**config.mk**
```make
export PLATFORM = sky130hd
export DESIGN_NAME = restoring_divider
export DESIGN_NICKNAME = d
export VERILOG_FILES = /design/src/rtl/restoring_divider.sv
export SDC_FILE = /design/constraint.sdc
export NUM_CORES = 1
export LEC_CHECK = 0
export CAP_MARGIN = 20
export CORE_ASPECT_RATIO = 2
export CORE_MARGIN = 5
export CORE_UTILIZATION = 40
export DETAILED_ROUTE_END_ITERATION = 7
export PLACE_DENSITY_LB_ADDON = 0.25
export REMOVE_ABC_BUFFERS = 1
export SETUP_SLACK_MARGIN = 0.2
export SKIP_LAST_GASP = 1
export SLEW_MARGIN = 20
export SYNTH_ARGS = -nofsm -noshare
export SYNTH_HDL_FRONTEND = slang
export SYNTH_SLANG_ARGS = --single-unit
```
**constraint.sdc**
```tcl
create_clock -name clk -period 2.5 [get_ports clk]
set_input_delay 0.5 -clock clk [delete_from_list [all_inputs] [get_ports clk]]
set_output_delay 0.5 -clock clk [all_outputs]
set_load 0.005 [all_outputs]
```
**src/rtl/restoring_divider.sv**
```systemverilog
// restoring_divider
//   Multi-cycle restoring divider producing one quotient bit per clock, with a
//   start/busy/ready handshake and divide-by-zero flagging. Used as the shared
//   integer-division unit for datapaths that can tolerate WIDTH cycles of latency.
//
//   Optional feature macro: SIGNED_DIV_EN
//     undefined : unsigned operands and results, busy lasts WIDTH cycles.
//     defined   : two's-complement operands and results; magnitudes are divided
//                 unsigned and an extra FIX state applies the signs, so busy
//                 lasts WIDTH+1 cycles.
//
//   Parameters
//     WIDTH  operand, quotient and remainder width (>= 2)
//
//   Ports
//     clk    in   rising-edge clock
//     rst    in   synchronous active-high reset
//     start  in   request, sampled only in IDLE or DONE
//     a      in   dividend, latched on an accepted start
//     b      in   divisor, latched on an accepted start
//     busy   out  division in progress
//     ready  out  q/r/dbz hold a valid result
//     q      out  quotient (registered)
//     r      out  remainder (registered)
//     dbz    out  last result was a divide-by-zero
//
//   state | meaning
//   IDLE  | after reset, no result held
//   RUN   | shifting/subtracting, one quotient bit per clock
//   FIX   | applies quotient/remainder signs (SIGNED_DIV_EN only)
//   DONE  | result valid on q/r/dbz, waiting for next start

module restoring_divider #(
   parameter int WIDTH = 8
) (
   input  logic             clk,
   input  logic             rst,
   input  logic             start,
   input  logic [WIDTH-1:0] a,
   input  logic [WIDTH-1:0] b,
   output logic             busy,
   output logic             ready,
   output logic [WIDTH-1:0] q,
   output logic [WIDTH-1:0] r,
   output logic             dbz
);

   localparam int CW = $clog2(WIDTH + 1);
   localparam logic [CW-1:0] CNT_INIT = CW'(WIDTH);

`ifdef SIGNED_DIV_EN
   typedef enum logic [1:0] {
      S_IDLE = 2'd0,
      S_RUN  = 2'd1,
      S_DONE = 2'd2,
      S_FIX  = 2'd3
   } state_t;
`else
   typedef enum logic [1:0] {
      S_IDLE = 2'd0,
      S_RUN  = 2'd1,
      S_DONE = 2'd2
   } state_t;
`endif

   state_t           state_q, state_d;
   logic [CW-1:0]    cnt_q, cnt_d;
   logic [WIDTH:0]   rem_q, rem_d;
   logic [WIDTH-1:0] dvd_q, dvd_d;     // dividend shifting out, quotient shifting in
   logic [WIDTH-1:0] dvs_q, dvs_d;
   logic [WIDTH-1:0] a_q, a_d;         // raw dividend, returned as r on divide-by-zero
   logic [WIDTH-1:0] q_q, q_d;
   logic [WIDTH-1:0] r_q, r_d;
   logic             dbz_q, dbz_d;

   logic [WIDTH-1:0] a_mag, b_mag;
   logic [WIDTH+1:0] trial;
   logic [WIDTH:0]   rem_nx;
   logic [WIDTH-1:0] dvd_nx;

`ifdef SIGNED_DIV_EN
   logic neg_q_q, neg_q_d;   // quotient must be negated
   logic neg_r_q, neg_r_d;   // remainder follows the dividend sign

   // |-2^(WIDTH-1)| = 2^(WIDTH-1) still fits unsigned in WIDTH bits
   always_comb begin
      a_mag = a[WIDTH-1] ? -a : a;
      b_mag = b[WIDTH-1] ? -b : b;
   end
`else
   always_comb begin
      a_mag = a;
      b_mag = b;
   end
`endif

   // One restoring step: rem_q < divisor always, so the shifted value never
   // overflows WIDTH+2 bits and the trial sign bit decides keep/restore.
   always_comb begin
      trial = {rem_q, dvd_q[WIDTH-1]} - {2'b00, dvs_q};
      if (trial[WIDTH+1]) begin
         rem_nx = {rem_q[WIDTH-1:0], dvd_q[WIDTH-1]};
         dvd_nx = {dvd_q[WIDTH-2:0], 1'b0};
      end else begin
         rem_nx = trial[WIDTH:0];
         dvd_nx = {dvd_q[WIDTH-2:0], 1'b1};
      end
   end

   always_comb begin
      state_d = state_q;
      cnt_d   = cnt_q;
      rem_d   = rem_q;
      dvd_d   = dvd_q;
      dvs_d   = dvs_q;
      a_d     = a_q;
      q_d     = q_q;
      r_d     = r_q;
      dbz_d   = dbz_q;
`ifdef SIGNED_DIV_EN
      neg_q_d = neg_q_q;
      neg_r_d = neg_r_q;
`endif
      case (state_q)
         S_IDLE, S_DONE: begin
            if (start) begin
               state_d = S_RUN;
               cnt_d   = CNT_INIT;
               rem_d   = '0;
               dvd_d   = a_mag;
               dvs_d   = b_mag;
               a_d     = a;
`ifdef SIGNED_DIV_EN
               neg_q_d = a[WIDTH-1] ^ b[WIDTH-1];
               neg_r_d = a[WIDTH-1];
`endif
            end
         end
         S_RUN: begin
            if (dvs_q == '0) begin
               state_d = S_DONE;
               cnt_d   = '0;
               q_d     = '1;
               r_d     = a_q;
               dbz_d   = 1'b1;
            end else begin
               rem_d = rem_nx;
               dvd_d = dvd_nx;
               cnt_d = cnt_q - 1'b1;
               if (cnt_q == CW'(1)) begin
`ifdef SIGNED_DIV_EN
                  state_d = S_FIX;
`else
                  state_d = S_DONE;
                  q_d     = dvd_nx;
                  r_d     = rem_nx[WIDTH-1:0];
                  dbz_d   = 1'b0;
`endif
               end
            end
         end
`ifdef SIGNED_DIV_EN
         S_FIX: begin
            // Overflow case -2^(WIDTH-1)/-1 falls out naturally: the magnitude
            // quotient 2^(WIDTH-1) is unnegated and reads back as -2^(WIDTH-1).
            state_d = S_DONE;
            q_d     = neg_q_q ? -dvd_q : dvd_q;
            r_d     = neg_r_q ? -rem_q[WIDTH-1:0] : rem_q[WIDTH-1:0];
            dbz_d   = 1'b0;
         end
`endif
         default: state_d = S_IDLE;
      endcase
   end

   always_ff @(posedge clk) begin
      if (rst) begin
         state_q <= S_IDLE;
         cnt_q   <= '0;
         rem_q   <= '0;
         dvd_q   <= '0;
         dvs_q   <= '0;
         a_q     <= '0;
         q_q     <= '0;
         r_q     <= '0;
         dbz_q   <= 1'b0;
`ifdef SIGNED_DIV_EN
         neg_q_q <= 1'b0;
         neg_r_q <= 1'b0;
`endif
      end else begin
         state_q <= state_d;
         cnt_q   <= cnt_d;
         rem_q   <= rem_d;
         dvd_q   <= dvd_d;
         dvs_q   <= dvs_d;
         a_q     <= a_d;
         q_q     <= q_d;
         r_q     <= r_d;
         dbz_q   <= dbz_d;
`ifdef SIGNED_DIV_EN
         neg_q_q <= neg_q_d;
         neg_r_q <= neg_r_d;
`endif
      end
   end

`ifdef SIGNED_DIV_EN
   assign busy = (state_q == S_RUN) || (state_q == S_FIX);
`else
   assign busy = (state_q == S_RUN);
`endif
   assign ready = (state_q == S_DONE);
   assign q     = q_q;
   assign r     = r_q;
   assign dbz   = dbz_q;

endmodule

```
Word-level counts from Yosys, hierarchy flattened
Index checks and enable logic that the tools add are counted.
- register bits: 56
- input port bits: 19
- output and inout bits: 19
- logic and storage cells: 48
- $add $sub $neg: 2
- equal/unequal tests: 6
- multiplexer cells: 21
- reductions and logical operators: 10
- operators by type and width (operator ; number):
    2-to-1 mux 8 bit ; 6
    2-to-1 mux 9 bit ; 3
    case mux 9 bit (2 select lines) ; 1
    case mux 8 bit (2 select lines) ; 1
    subtractor 10 x 8 -> 10 bit ; 1
    logical NOT 8 bit ; 1
    2-to-1 mux 4 bit ; 2
    case mux 4 bit (2 select lines) ; 1
    AND reduction 2 bit ; 4
    2-to-1 mux 2 bit ; 3
    equality test 4 x 1 -> 1 bit (second input constant) ; 1
    != test 2 bit (second input constant) ; 2
    case mux 2 bit (2 select lines) ; 1
    nonzero test 2 bit ; 2
    subtractor 4 x 1 -> 4 bit (second input constant) ; 1
    2-to-1 mux 1 bit ; 3
    != test 3 x 1 -> 1 bit (second input constant) ; 1
    AND reduction 3 bit ; 1
    equality test 2 x 1 -> 1 bit (second input constant) ; 1
    equality test 2 bit (second input constant) ; 1
    logical NOT 2 bit ; 1
    OR reduction 2 bit ; 1

Depth between registers and ports, before layout
Gate-level depths: netlist (run 1).
- word-level depth: 4
- gate-level depth with buffers: 10
- depth with buffers taken out: 10

Least setup slack after synthesis (run 1)
Ideal clock, no wire load.
- path kind: flip-flop to flip-flop
- from: register dvs_q[4]
- to: register r_q[0] (netlist: r[0])
- setup time: 86 ps
- arrival time: 2139 ps
- setup slack: 275 ps
- stages on the path, launching flop included: 9
- period minus slack after synthesis: 2225 ps
- path through: dfxtp_1 -> inv_1 -> ha_1 -> a21o_1 -> a221oi_2 -> a21boi_4 -> xnor2_4 -> mux2_4 -> a221oi_2
- word-level cells in the longest chain between the ends: 4
- elaborated cells between the ends (all ways): 7
- classes of those cells: 1 x add/sub; 3 x mux; 3 x reduce/logical
- RTL lines (element ; line ; source):
    start: declaration ; 70 ; logic [WIDTH-1:0] dvs_q, dvs_d;
    start signal: assignment ; 196 ; dvs_q <= dvs_d;
    subtractor 10 x 8 -> 10 bit ; 100 ; trial = {rem_q, dvd_q[WIDTH-1]} - {2'b00, dvs_q};
    2-to-1 mux 9 bit ; 101 ; if (trial[WIDTH+1]) begin
    2-to-1 mux 8 bit ; 150 ; if (cnt_q == CW'(1)) begin
    2-to-1 mux 8 bit ; 140 ; if (dvs_q == '0) begin
    end signal: assignment ; 199 ; r_q <= r_d;
    end: declaration ; 73 ; logic [WIDTH-1:0] r_q, r_d;
Parallel ways exist; a longest one is shown, timed or not. The select of a mux whose other input is x is not followed.
A chain may end at the register's enable or synchronous reset.

Worst setup path after layout (run 1)
- from: register dvs_q[6]
- to: register r_q[2] (netlist: r[2])
The elaborated chain is that of the path after synthesis.

==> flow_summary.json, run 1 <==
{
  "dpl-instance-area_um2": 3170,
  "grt_pass1_vias": 2561,
  "startpoint_type": "flip-flop",
  "slowest_stage": "dfxtp_2",
  "hold_viol_final": 0,
  "layout_commonest_cell": "nand2_1",
  "rsz0062_at_grt": "no",
  "wirelength_um": 7540,
  "layout-drive-gt1-share_pct": 14.2,
  "mostFrequentLayoutCells": "85 x nand2_1, 47 x dfxtp_1, 37 x clkdlybuf4s50_1",
  "worst_pin_slew_ps": 700,
  "ant_nets": 0,
  "fp.dieArea_um2": 8490,
  "wl_per_cell_um": 16.1,
  "synthCells": 332,
  "critPathArrivalTime_ps": 2420,
  "syn_area_per_cell_um2": 8.02,
  "dieWidth_um": 67.7,
  "slew_headroom_pct": 53.2,
  "yosysTopAreaCell": "dfxtp_1",
  "cts_tree": "built",
  "antenna_found_initial": 0,
  "rows": 42,
  "holdWs_ps": 460,
  "grt_max_degree": 29,
  "drtIter0Drc": 141,
  "p_int_mw": 1.77,
  "hp-class": "flip-flop to flip-flop",
  "grt-ovfl-total": 0,
  "fmax_mhz": 441,
  "grtUsageTotal_pct": 19.4,
  "via_count": 2496,
  "ys_warn_count": 0,
  "async_flop_share_pct": 0,
  "num_io_pins": 38,
  "critPathTopFamily": "compound AO/OA/AOI/OAI gates",
  "max-cap-violations": 0,
  "endpoint_kind": "flip-flop",
  "yosys-top-cells-area": "dfxtp_1 42%, nand2_1 12%, a21oi_1 5.6%",
  "p_sw_share_pct": 31.9,
  "synth-edff-count": 0,
  "area_growth_syn_to_layout_pct": 32.1,
  "outcome": "complete, no violations",
  "path_buf_inv": 2,
  "nets": 408,
  "cts_sinks": 56,
  "path_cells": "inv_1 -> ha_4 -> a21o_1 -> a221oi_2 -> a21boi_4 -> xnor2_4 -> buf_4 -> mux2i_1 -> a221oi_1",
  "switching_power_mw": 0.831,
  "die_h_um": 125,
  "grt_pass1_wl_um": 12300,
  "yosysSeqAreaShare_pct": 42.1,
  "numCtsBuffers": 5,
  "cts_max_path_buffers": 2,
  "p_per_area_nw_per_um2": 740,
  "ys.flop_type": "dfxtp_1",
  "pwr-share-comb_pct": 32.7,
  "drc": 0,
  "peakVddDrop_mv": 0.507,
  "fillers": 626,
  "worstPathRequired_ps": 2650,
  "h-tree-depth": 2,
  "ys_types": 41,
  "setup_viol": 0,
  "worstSkewPairLatency_ps": 300,
  "p_seq_share_pct": 39.5,
  "path_max_fanout": 5,
  "cellLeakagePower_nw": 1.31,
  "coreArea_um2": 6570,
  "tns_ps": 0,
  "gp_congestion": 0.947,
  "report.final.slew_viol_count": 0,
  "numPortBuffers": 37,
  "clock_skew_ps": 5.00,
  "vias_per_cell": 5.34,
  "clockPowerShare_pct": 27.7,
  "antenna_cells": 0,
  "ys_seq_elements": 56,
  "min_period_ps": 2270,
  "min_period_over_period_pct": 90.8,
  "synth_top_area_share_pct": 42.1,
  "critPathMaxStageDelay_ps": 340,
  "drtPass1Iterations": 4,
  "clk_pin_slew_ps": 70,
  "syn-cell-area_um2": 2660,
  "cts_root_buffer": "clkbuf_16",
  "stdcell_area_um2": 3520,
  "ff2ff_setup_slack_ps": 230,
  "dpl.hpwl_um": 5560,
  "crit_type": "flip-flop to flip-flop",
  "start_util_pct": 40.6
}
final cells by class:
cell class	instances	area (µm²)	share of cell area, %
multi-input cells	247	1560	44.4
flip-flops and latches	56	1130	32.2
repair buffers	54	510	14.5
clock buffers	5	125	3.56
well taps	88	110	3.13
inverters	14	52.6	1.49
clock inverters	3	25.0	0.711
stage by stage:
step / power (mW) / util, % / setup slack, ps / cells
3_5_place_dp: 1.73 / 48.3 / 93.7 / 453
5_1_grt: 2.74 / 53.6 / 164 / 467
3_3_place_gp: 1.72 / 48.3 / 152 / 453
2_1_floorplan: 1.49 / - / 275 / 316
4_1_cts: 2.57 / 52.5 / 220 / 467
6_report: 2.61 / 53.6 / 230 / 467
kinds of logic after synthesis:
| group | synth area share, % |
|---|---|
| AO/OA/AOI/OAI | 21.5 |
| XOR/XNOR | 3.01 |
| flip-flops | 42.1 |
| buffers and inverters | 4.27 |
| adder cells (fa/ha/maj) | 5.45 |
| multiplexers | 3.19 |
| AND/OR/NAND/NOR | 20.5 |
worst paths after layout:
kind,startpoint,endpoint,cells after the start
setup / recovery,dvs_q[6],r[2],9
setup reg to reg,dvs_q[6],r[2],9
hold reg to reg,a_q[2],a_q[2],2
hold / removal,a_q[2],a_q[2],2
state kept, by name (all words and copies together), names as in the netlist:
signal,count
rem_q,9
a_q,8
dvd_q,8
dvs_q,8
q,8
r,8
cnt_q,4
state_q,2
dbz,1
cell usage after synthesis, types with 2 or more instances:
master and instances:
a21o_1 3, a21oi_1 30, a221oi_1 6, a221oi_2 2
a22oi_1 2, a311oi_1 8, a31oi_1 8, and3_1 2
buf_1 3, clkbuf_1 12, dfxtp_1 56, ha_1 10
inv_1 14, mux2i_1 7, nand2_1 85, nand2b_1 6
nand3_1 3, nor2_1 24, nor2b_1 2, nor3_1 3
nor4_1 3, o211ai_1 2, o21ai_0 18, o22ai_1 2
xnor2_1 4, xor2_1 2
worst reg2reg max path, stage by stage, from the launching register on:
cell,delay (ps)
dfxtp_2,340
inv_1,60
ha_4,230
a21o_1,180
a221oi_2,270
a21boi_4,310
xnor2_4,200
buf_4,180
mux2i_1,250
a221oi_1,110
power groups by stage:
stage,logic (mW),registers [mW],clock network (mW)
global route,0.925,1.04,0.779
floorplan,0.460,1.03,0
finish,0.853,1.03,0.723
global placement,0.681,1.04,0
detailed placement,0.686,1.04,0
CTS,0.803,1.03,0.746
metal layers:
layer | routed length, µm | GRT usage (%)
met5 | 0 | 0
met4 | 529 | 14.6
met3 | 220 | 2.96
met2 | 4070 | 33.6
met1 | 2720 | 19.6
repair_timing:
item | CTS | global route
setup endpoints to repair | 7 | 15
hold endpoints to repair | 0 | 0
hold buffers | 0 | 0
buffers inserted | 5 | 0
gates cloned | 1 | 0
pin swaps | 2 | 1
resized for setup | 6 | 17
(Power assumes the default switching activity.)
==> run 2: changes to the inputs <==
clock period = 2.25 ns   (was 2.5 ns; I/O delays follow)
==> run 2 against run 1 <==
Net effect: via count is 5.6% higher; routed wire length is 5.6% higher; non-clock buffer count is 29 higher; critical path depth is 1 higher; clock skew hardly changed; first-iteration DRC count is 11% lower; die area stayed put; register-to-register slack worse by 190 ps; count of clock-buffer cells in the layout is 1 higher; combinational power is 40% higher.
==> flow_summary.json, run 2 (synthesized netlist as in run 1, its figures left out) <==
{
  "min_period_over_period_pct": 98.4,
  "h-tree-depth": 2,
  "cts_root_buffer": "clkbuf_16",
  "max-cap-violations": 0,
  "drc": 0,
  "mostFrequentLayoutCells": "84 x nand2_1, 46 x dfxtp_1, 42 x buf_4",
  "pwr-share-comb_pct": 37.0,
  "startpoint_type": "flip-flop",
  "ant_nets": 0,
  "largest_reg_flops": 9,
  "report.final.slew_viol_count": 0,
  "coreArea_um2": 6570,
  "antenna_cells": 0,
  "grt-ovfl-total": 0,
  "critPathMaxStageDelay_ps": 370,
  "grt_pass1_vias": 2711,
  "dpl-instance-area_um2": 3370,
  "drtIter0Drc": 126,
  "fillers": 608,
  "p_per_area_nw_per_um2": 846,
  "critPathTopFamily": "compound AO/OA/AOI/OAI gates",
  "min_period_ps": 2210,
  "grt_pass1_wl_um": 12900,
  "start_util_pct": 40.6,
  "hold_viol_final": 0,
  "p_sw_share_pct": 30.7,
  "cts_sinks": 56,
  "clock_skew_ps": 5.26,
  "gp_congestion": 0.821,
  "clk_pin_slew_ps": 70,
  "nets": 436,
  "path_max_fanout": 2,
  "clockPowerShare_pct": 27.8,
  "cts.hold.buffers_added": 0,
  "layout_commonest_cell": "nand2_1",
  "fin_util_pct": 58.1,
  "fmax_mhz": 452,
  "critPathArrivalTime_ps": 2460,
  "fp.dieArea_um2": 8490,
  "cts_max_path_buffers": 2,
  "area_growth_syn_to_layout_pct": 43.2,
  "setup_viol": 0,
  "worst_pin_slew_ps": 745,
  "antenna_found_initial": 0,
  "p_int_mw": 2.24,
  "grtUsageTotal_pct": 20.3,
  "switching_power_mw": 0.990,
  "slew_headroom_pct": 50.1,
  "numPortBuffers": 37,
  "p_seq_share_pct": 35.2,
  "rows": 42,
  "cellLeakagePower_nw": 1.47,
  "cts_tree": "built",
  "rsz0062_at_grt": "yes",
  "path_cells": "inv_2 -> ha_4 -> a21o_1 -> a221oi_2 -> a21boi_4 -> buf_4 -> buf_4 -> xor2_1 -> nand3_1 -> nand3_1",
  "worstPathRequired_ps": 2490,
  "endpoint_kind": "flip-flop",
  "path_buf_inv": 3,
  "peakVddDrop_mv": 0.706,
  "wl_per_cell_um": 16.1,
  "largest-register": "rem_q",
  "numCtsBuffers": 5,
  "wirelength_um": 7960,
  "outcome": "complete, no violations",
  "hp-class": "flip-flop to flip-flop",
  "vias_per_cell": 5.33,
  "worstSkewPairLatency_ps": 300,
  "grt_max_degree": 34,
  "num_io_pins": 38,
  "slowest_stage": "xor2_1",
  "crit_type": "flip-flop to flip-flop",
  "die_h_um": 125,
  "dieWidth_um": 67.7,
  "tns_ps": 0,
  "layout-drive-gt1-share_pct": 22.9,
  "via_count": 2637,
  "drtPass1Iterations": 4,
  "stdcell_area_um2": 3810,
  "dpl.hpwl_um": 5880
}
==> run 2: cell count changes in the layout (fill, tap and decap cells not counted), sizes merged <==
cell,change
buf,+29
bufinv,+1
clkbuf,+1
xnor2,-1
inv,-1
clkinvlp,-1
==> run 2: final cells by class <==
cell class | count | area (µm²) | share of cell area, %
multi-input combinational | 246 | 1610 | 42.2
clock buffer | 6 | 129 | 3.38
inverter | 14 | 52.6 | 1.38
clock inverter | 2 | 38.8 | 1.02
sequential | 56 | 1130 | 29.7
timing repair buffer | 83 | 739 | 19.4
tap | 88 | 110 | 2.89
==> run 2: metal layers <==
layer  up-vias  part of all wire (%)  track usage (%)
met3        31                   3.1             2.87
met1      1238                    35             19.9
li1       1297                     -                -
met5         -                     0                0
met2        71                    54             36.4
met4         0                   7.2             14.5
==> run 2: stage by stage <==
| step | std cells | hold WS [ps] | setup slack [ps] | total power, mW |
|---|---|---|---|---|
| 4_1_cts | 493 | 462 | 53.2 | 3.14 |
| 3_3_place_gp | 479 | 444 | -85.7 | 2.03 |
| 5_1_grt | 495 | 479 | -68.2 | 3.38 |
| 6_report | 495 | 457 | 36.1 | 3.23 |
| 3_5_place_dp | 479 | 449 | -82.8 | 2.03 |
| 2_1_floorplan | 316 | 430 | 24.8 | 1.65 |
==> run 2: power groups by stage <==
stage               clock, mW  sequential (mW)  combinational, mW
floorplan                   0             1.14              0.511
global placement            0             1.15              0.875
detailed placement          0             1.15              0.883
CTS                     0.917             1.13               1.09
global route            0.953             1.15               1.28
finish                  0.896             1.14               1.19
==> run 2: path summary, 6_finish.rpt <==
check	endpoint	cells past startpoint	from	slack [ps]
min	dbz	2	dbz	460
max reg2reg	rem_q[8]	10	dvs_q[4]	40
min reg2reg	dbz	2	dbz	460
max	rem_q[8]	10	dvs_q[4]	40
==> run 2: worst min-delay path, cell delays in order (launching register included) <==
cell and delay (ps):
dfxtp_1 310, nand2_1 50, a21oi_1 50
==> run 2: what timing repair did <==
action,CTS,global route
pin swaps,8,6
gates cloned,0,0
buffers inserted,6,2
setup endpoints to repair,24,28
resized for setup,33,17
